===== config.mk =====
export PLATFORM = sky130hd
export DESIGN_NAME = hls_ap_ctrl_initiator
export DESIGN_NICKNAME = d
export VERILOG_FILES = /design/src/rtl/hls_init_pkg.sv /design/src/rtl/hls_init_capture.sv /design/src/rtl/hls_ap_ctrl_initiator.sv
export SDC_FILE = /design/constraint.sdc
export NUM_CORES = 2
export LEC_CHECK = 0
export ABC_AREA = 1
export BUFFER_PORTS_ARGS = -buffer_cell sky130_fd_sc_hd__buf_2
export CORE_AREA = 5 5 634 636
export CTS_BUF_LIST = sky130_fd_sc_hd__clkbuf_8
export CTS_CLUSTER_DIAMETER = 150
export DETAILED_ROUTE_END_ITERATION = 12
export DIE_AREA = 0 0 639 641
export GPL_TIMING_DRIVEN = 0
export MAX_ROUTING_LAYER = met4
export SETUP_SLACK_MARGIN = 0.5
export SLEW_MARGIN = 20
export SYNTH_ARGS = -nofsm -noshare
export SYNTH_HDL_FRONTEND = slang
export SYNTH_SLANG_ARGS = --single-unit

===== constraint.sdc =====
create_clock -name ap_clk -period 57.3 [get_ports ap_clk]
set_input_delay 11.46 -clock ap_clk [delete_from_list [all_inputs] [get_ports ap_clk]]
set_output_delay 11.46 -clock ap_clk [all_outputs]
set_load 0.005 [all_outputs]

===== src/rtl/hls_init_pkg.sv =====
// hls_init_pkg: shared types and constants for the ap_ctrl_hs initiator.
//   state_t          controller states IDLE / RUN / RESP
//   DW_DEF           default scalar width
//   IO_B/O1_B/O0_B   bit positions in the capture mask and slot indices in
//                    the capture bank
//   NUM_CAP          number of captured output scalars
package hls_init_pkg;

    typedef enum logic [1:0] {
        IDLE = 2'd0,
        RUN  = 2'd1,
        RESP = 2'd2
    } state_t;

    localparam int DW_DEF  = 32;
    localparam int IO_B    = 2;
    localparam int O1_B    = 1;
    localparam int O0_B    = 0;
    localparam int NUM_CAP = 3;

endpackage


===== src/rtl/hls_init_capture.sv =====
// hls_init_capture: ap_vld-qualified register bank with a per-slot "written" mask.
//   clk, rst      clock, asynchronous active-high reset
//   load_i        preload every slot from load_val_i and clear the mask
//   load_val_i    preload values, slot k at [k*DW +: DW]
//   wr_en_i       per-slot write strobe (ap_vld already qualified by caller)
//   wr_dat_i      per-slot write data
//   q_o           current slot values
//   mask_o        slot k written since the last load
module hls_init_capture #(
    parameter int DW = 32,
    parameter int N  = 3
) (
    input  logic            clk,
    input  logic            rst,
    input  logic            load_i,
    input  logic [N*DW-1:0] load_val_i,
    input  logic [N-1:0]    wr_en_i,
    input  logic [N*DW-1:0] wr_dat_i,
    output logic [N*DW-1:0] q_o,
    output logic [N-1:0]    mask_o
);

    logic [N*DW-1:0] q_q, q_d;
    logic [N-1:0]    mask_q, mask_d;

    // A write in a later cycle simply overwrites: the last value wins.
    always_comb begin
        q_d    = q_q;
        mask_d = mask_q;
        if (load_i) begin
            q_d    = load_val_i;
            mask_d = '0;
        end else begin
            for (int i = 0; i < N; i++) begin
                if (wr_en_i[i]) begin
                    q_d[i*DW +: DW] = wr_dat_i[i*DW +: DW];
                    mask_d[i]       = 1'b1;
                end
            end
        end
    end

    always_ff @(posedge clk or posedge rst) begin
        if (rst) begin
            q_q    <= '0;
            mask_q <= '0;
        end else begin
            q_q    <= q_d;
            mask_q <= mask_d;
        end
    end

    assign q_o    = q_q;
    assign mask_o = mask_q;

endmodule


===== src/rtl/hls_ap_ctrl_initiator.sv =====
// hls_ap_ctrl_initiator: ap_ctrl_hs block-level initiator for one HLS kernel.
// Takes one operand bundle per command, runs one kernel call (start held until
// ap_ready), captures ap_vld outputs, the in/out scalar and ap_return, and
// returns them on a valid/ready response port. A call that runs TIMEOUT_CYC
// RUN cycles without ap_done is aborted (TIMEOUT_CYC = 0 disables this).
//   ap_clk, ap_rst                  clock, asynchronous active-high reset
//   cmd_valid/cmd_ready/cmd_args/cmd_io_init   command port
//   k_ap_start/done/idle/ready      kernel block-level handshake
//   k_args                          registered kernel arguments
//   k_o0/k_o1 (+_vld)               kernel output scalars
//   k_io_i, k_io_o (+_vld)          in/out scalar read / write sides
//   k_ap_return                     kernel return value
//   rsp_valid/rsp_ready/rsp_*       response port
//   busy                            controller not idle
// Optional build macro HLS_INIT_CYCLE_STATS_EN adds rsp_cycles (RUN cycles of
// the call, saturating) and stat_calls (completed non-timeout calls, wrapping).
module hls_ap_ctrl_initiator
    import hls_init_pkg::*;
#(
    parameter int NUM_IN      = 20,
    parameter int DW          = DW_DEF,
    parameter int TIMEOUT_CYC = 1024
) (
    input  logic                 ap_clk,
    input  logic                 ap_rst,
    input  logic                 cmd_valid,
    output logic                 cmd_ready,
    input  logic [NUM_IN*DW-1:0] cmd_args,
    input  logic [DW-1:0]        cmd_io_init,
    output logic                 k_ap_start,
    input  logic                 k_ap_done,
    input  logic                 k_ap_idle,
    input  logic                 k_ap_ready,
    output logic [NUM_IN*DW-1:0] k_args,
    input  logic [DW-1:0]        k_o0,
    input  logic                 k_o0_vld,
    input  logic [DW-1:0]        k_o1,
    input  logic                 k_o1_vld,
    output logic [DW-1:0]        k_io_i,
    input  logic [DW-1:0]        k_io_o,
    input  logic                 k_io_o_vld,
    input  logic [DW-1:0]        k_ap_return,
    output logic                 rsp_valid,
    input  logic                 rsp_ready,
    output logic [DW-1:0]        rsp_ret,
    output logic [DW-1:0]        rsp_o0,
    output logic [DW-1:0]        rsp_o1,
    output logic [DW-1:0]        rsp_io,
    output logic [2:0]           rsp_vld_mask,
    output logic                 rsp_timeout,
    output logic                 busy
`ifdef HLS_INIT_CYCLE_STATS_EN
    ,
    output logic [15:0]          rsp_cycles,
    output logic [31:0]          stat_calls
`endif
);

    localparam logic [31:0] TO_LAST = (TIMEOUT_CYC > 0) ? 32'(TIMEOUT_CYC - 1) : 32'd0;

    state_t                state_q;
    logic                  start_q;
    logic                  rsp_valid_q;
    logic                  rsp_timeout_q;
    logic [NUM_IN*DW-1:0]  args_q;
    logic [DW-1:0]         ret_q;
    logic [31:0]           to_cnt_q;

    logic                  accept;
    logic                  in_run;
    logic                  timeout_hit;
    logic [NUM_CAP-1:0]    cap_wr_en;
    logic [NUM_CAP-1:0]    cap_mask;
    logic [NUM_CAP*DW-1:0] cap_load_val;
    logic [NUM_CAP*DW-1:0] cap_wr_dat;
    logic [NUM_CAP*DW-1:0] cap_q;

    assign accept = (state_q == IDLE) && k_ap_idle && cmd_valid;
    assign in_run = (state_q == RUN);
    // to_cnt_q counts completed RUN cycles, so equality with TO_LAST marks the
    // TIMEOUT_CYC-th RUN cycle. A done in that same cycle still wins.
    assign timeout_hit = (TIMEOUT_CYC > 0) && (to_cnt_q == TO_LAST);

    // The in/out slot preloads with the command's initial value; the pure
    // outputs start from zero.
    always_comb begin
        cap_load_val                  = '0;
        cap_load_val[IO_B*DW +: DW]   = cmd_io_init;
        cap_wr_dat                    = '0;
        cap_wr_dat[O0_B*DW +: DW]     = k_o0;
        cap_wr_dat[O1_B*DW +: DW]     = k_o1;
        cap_wr_dat[IO_B*DW +: DW]     = k_io_o;
        cap_wr_en                     = '0;
        cap_wr_en[O0_B]               = in_run && k_o0_vld;
        cap_wr_en[O1_B]               = in_run && k_o1_vld;
        cap_wr_en[IO_B]               = in_run && k_io_o_vld;
    end

    hls_init_capture #(
        .DW (DW),
        .N  (NUM_CAP)
    ) u_capture (
        .clk        (ap_clk),
        .rst        (ap_rst),
        .load_i     (accept),
        .load_val_i (cap_load_val),
        .wr_en_i    (cap_wr_en),
        .wr_dat_i   (cap_wr_dat),
        .q_o        (cap_q),
        .mask_o     (cap_mask)
    );

    always_ff @(posedge ap_clk or posedge ap_rst) begin
        if (ap_rst) begin
            state_q       <= IDLE;
            start_q       <= 1'b0;
            rsp_valid_q   <= 1'b0;
            rsp_timeout_q <= 1'b0;
            args_q        <= '0;
            ret_q         <= '0;
            to_cnt_q      <= '0;
        end else begin
            case (state_q)
                IDLE: begin
                    if (accept) begin
                        args_q   <= cmd_args;
                        ret_q    <= '0;
                        to_cnt_q <= '0;
                        start_q  <= 1'b1;
                        state_q  <= RUN;
                    end
                end
                RUN: begin
                    to_cnt_q <= to_cnt_q + 32'd1;
                    // Hold start until the kernel has taken it (ap_ctrl_hs).
                    if (k_ap_ready) begin
                        start_q <= 1'b0;
                    end
                    if (k_ap_done) begin
                        ret_q       <= k_ap_return;
                        start_q     <= 1'b0;
                        rsp_valid_q <= 1'b1;
                        state_q     <= RESP;
                    end else if (timeout_hit) begin
                        ret_q         <= '0;
                        start_q       <= 1'b0;
                        rsp_timeout_q <= 1'b1;
                        rsp_valid_q   <= 1'b1;
                        state_q       <= RESP;
                    end
                end
                RESP: begin
                    if (rsp_ready) begin
                        rsp_valid_q   <= 1'b0;
                        rsp_timeout_q <= 1'b0;
                        state_q       <= IDLE;
                    end
                end
                default: begin
                    state_q <= IDLE;
                end
            endcase
        end
    end

`ifdef HLS_INIT_CYCLE_STATS_EN
    logic [15:0] cycles_q;
    logic [31:0] calls_q;

    always_ff @(posedge ap_clk or posedge ap_rst) begin
        if (ap_rst) begin
            cycles_q <= '0;
            calls_q  <= '0;
        end else begin
            if (accept) begin
                cycles_q <= '0;
            end else if (in_run && (cycles_q != 16'hFFFF)) begin
                cycles_q <= cycles_q + 16'd1;
            end
            if (in_run && k_ap_done) begin
                calls_q <= calls_q + 32'd1;
            end
        end
    end

    assign rsp_cycles = cycles_q;
    assign stat_calls = calls_q;
`endif

    assign cmd_ready    = (state_q == IDLE) && k_ap_idle;
    assign k_ap_start   = start_q;
    assign k_args       = args_q;
    assign k_io_i       = cap_q[IO_B*DW +: DW];
    assign rsp_valid    = rsp_valid_q;
    assign rsp_ret      = ret_q;
    assign rsp_o0       = cap_q[O0_B*DW +: DW];
    assign rsp_o1       = cap_q[O1_B*DW +: DW];
    assign rsp_io       = cap_q[IO_B*DW +: DW];
    assign rsp_vld_mask = cap_mask;
    assign rsp_timeout  = rsp_timeout_q;
    assign busy         = (state_q != IDLE);

endmodule


==> results.sh <==
export IMPL_grtUsageTotal=0.167
export IMPL_routedWlPerCell_um=31.6
export IMPL_grt_max_degree=95
export IMPL_ir_drop_uv=48.0
export IMPL_drv_cap=0
export IMPL_seq_area_frac_synth=0.634
export IMPL_clock_path_buffers=4
export IMPL_syn_area_mm2=0.0319
export IMPL_power_switching_mw=1.53
export IMPL_cts_sinks=808
export IMPL_finalInstanceArea_mm2=0.0507
export IMPL_dieArea_mm2=0.410
export IMPL_die_y_um=641
export IMPL_hp_class="flop to flop"
export IMPL_gp_congestion=0.977
export IMPL_p_int_mw=1.61
export IMPL_rsz0062_at_grt="false"
export IMPL_hold_worst_slack_ps=469
export IMPL_reg2reg_depth=9
export IMPL_rrSetupSlack_ps=54040
export IMPL_vias=34000
export IMPL_stdcell_count=11000
export IMPL_dpl_hpwl_mm=308
export IMPL_clk_pin_slew_ps=50
export IMPL_cts_htree_levels=4
export IMPL_fin_crit_ps=23270
export IMPL_crit_path_start_kind="input port"
export IMPL_core_area_mm2=0.395
export IMPL_die_w_um=639
export IMPL_postCtsSetupRepairBufs=0
export IMPL_routed_wl_mm=347
export IMPL_path_max_fanout=2
export IMPL_final_cell_mix="nand2_1 (2221), buf_2 (1755), dfrtp_1 (808)"
export IMPL_root_buffer="clkbuf_8"
export IMPL_p_seq_frac=0.325
export IMPL_avgSynthCellArea_um2=8.66
export IMPL_nets=6291
export IMPL_cp_end_kind="primary output"
export IMPL_crit_end="cmd_ready"
export IMPL_cts_tree="done"
export IMPL_final_setup_tns_ps=0
export IMPL_synth_seq_cells=808
export IMPL_drc=0
export IMPL_fmax_mhz=43.0
export IMPL_worstMarginPinSlew_ps=967
export IMPL_clock_skew_ps=80.2
export IMPL_total_power_mw=3.14
export IMPL_powerDensity_mw_per_mm2=61.9
export IMPL_place_inst=10500
export IMPL_grt_pass1_wl_mm=418
export IMPL_syn2layout_area_growth_pct=59.1
export IMPL_drive_above_1_share=0.377
export IMPL_worstPathArrival_ps=11810
export IMPL_cts_buffers=171
export IMPL_synthDistinctLibCells=27
export IMPL_grt_pass1_vias=33500
export IMPL_share_comb_of_total_power=0.453
export IMPL_timing_rr_start="state_q[0]"
export IMPL_drt_initial_drc_count=2877
export IMPL_path_class="input port to primary output"
export IMPL_cp_required_ps=45840
export IMPL_placed_area_mm2=0.0468
export IMPL_gr_total_overflow=0
export IMPL_drtAntennaViolNets=0
export IMPL_top_level_ports=1618
export IMPL_layout_commonest_cell="nand2_1"
export IMPL_final_hold_viol_count=0
export IMPL_relSlewSlack=0.355
export IMPL_viasPerCell=3.10
export IMPL_cp_startpoint="k_ap_idle"
export IMPL_syn_inst=3683
export IMPL_antenna_found_initial=201
export IMPL_n_fill_cell=45600
export IMPL_worstReg2RegEnd="k_args[170]"
export IMPL_p_leak_nw=27.0
export IMPL_setup_viol=0
export IMPL_rows=231
export IMPL_drt_pass1_iterations=7
export IMPL_fin_crit_sh=0.406
export IMPL_io_buffers=1615
export IMPL_status="finished clean"
export IMPL_p_clk_frac=0.221
export IMPL_slew_viol_final=0
export IMPL_cts_hold_buffers=0
export IMPL_post_cts_resized=0
export IMPL_syn_nets=4494
export IMPL_clkLatencyLatePin_ps=980
export IMPL_swShare=0.487
export IMPL_start_util=0.0807
export IMPL_yosysWarnings=0
[critical path, cell delays in order]
cell    delay, ps
buf_2          80
inv_1          50
nor2_4        110
buf_2         120
[registers in the layout, indices dropped and copies added, names as in the netlist]
name	cells
rsp_ret	32
rsp_valid	1
k_args	640
u_capture.mask_o	3
k_ap_start	1
rsp_timeout	1
to_cnt_q	32
state_q	2
u_capture.q_o	96
[kinds of logic (layout without fill, tap and decap cells)]
family / after synthesis / in the layout / share of synthesized area
simple gates: 2484 / 2484 / 0.301
flops: 808 / 808 / 0.634
other cells: 0 / 108 / 0
compound gates: 101 / 101 / 0.0162
buf+inv: 287 / 2218 / 0.0477
xor+xnor: 2 / 2 / 0.000549
fa+ha+maj: 1 / 1 / 0.000392
[cells in the mapped netlist]
cell,number,share of area
o22ai_1,2,0.00039
nand2_2,6,0.0012
clkbuf_1,17,0.0020
a22o_1,1,0.00027
a22oi_1,2,0.00047
a21oi_1,36,0.0056
and2_1,1,0.00020
xor2_1,2,0.00055
inv_1,58,0.0068
nand4_2,1,0.00039
buf_4,66,0.016
nor2_4,1,0.00035
o21ai_1,12,0.0019
ha_1,1,0.00039
nand4_1,7,0.0014
o21ai_0,48,0.0075
nor3_2,1,0.00031
dfrtp_1,808,0.63
inv_2,3,0.00035
nand2_1,2221,0.26
buf_6,3,0.0011
buf_2,140,0.022
nor2_2,4,0.00078
nand3_1,153,0.024
nor2_1,74,0.0087
nor4_1,1,0.00020
nor3_1,14,0.0022
[metal layers]
layer / track usage / part of all wire
met5: - / 0
met4: 0.0513 / 0.036
met3: 0.0935 / 0.13
met2: 0.247 / 0.43
met1: 0.191 / 0.40
[power groups by stage]
| stage | logic, mW | registers, mW | clock network, mW |
|---|---|---|---|
| global route | 1.55 | 1.05 | 0.744 |
| finish | 1.42 | 1.02 | 0.696 |
| detailed placement | 1.47 | 1.02 | 0 |
| CTS | 1.47 | 1.02 | 0.726 |
| floorplan | 0.345 | 1.03 | 0 |
| global placement | 1.47 | 1.02 | 0 |
[metrics by stage]
step,utilization,setup slack [ps]
after CTS,0.128,34020
final,0.128,34030
after global routing,0.128,33990
after floorplan,-,23150
after detailed placement,0.118,34030
after global placement,0.118,10170
[how the worst min path moves through the flow]
stage,start,to,depth (start not counted)
after floorplan,to_cnt_q[3],to_cnt_q[3],1
after global placement,u_capture.mask_o[0],u_capture.mask_o[0],2
after detailed placement,u_capture.mask_o[0],u_capture.mask_o[0],2
after CTS,u_capture.mask_o[0],u_capture.mask_o[0],2
after global routing,rsp_ret[10],rsp_ret[10],2
final,u_capture.mask_o[0],u_capture.mask_o[0],2
[cell type report]
class | count | area, µm² | share of cell area
antenna | 108 | 270 | 0.00533
buffer | 226 | 1300 | 0.0255
clock buffer | 219 | 3010 | 0.0594
clock inverter | 88 | 663 | 0.0131
inverter | 61 | 236 | 0.00466
multi-input combinational | 2588 | 10100 | 0.200
sequential | 808 | 20200 | 0.399
tap | 5242 | 6560 | 0.129
timing repair buffer | 1624 | 8330 | 0.164
Power figures use the tool's default switching activity.
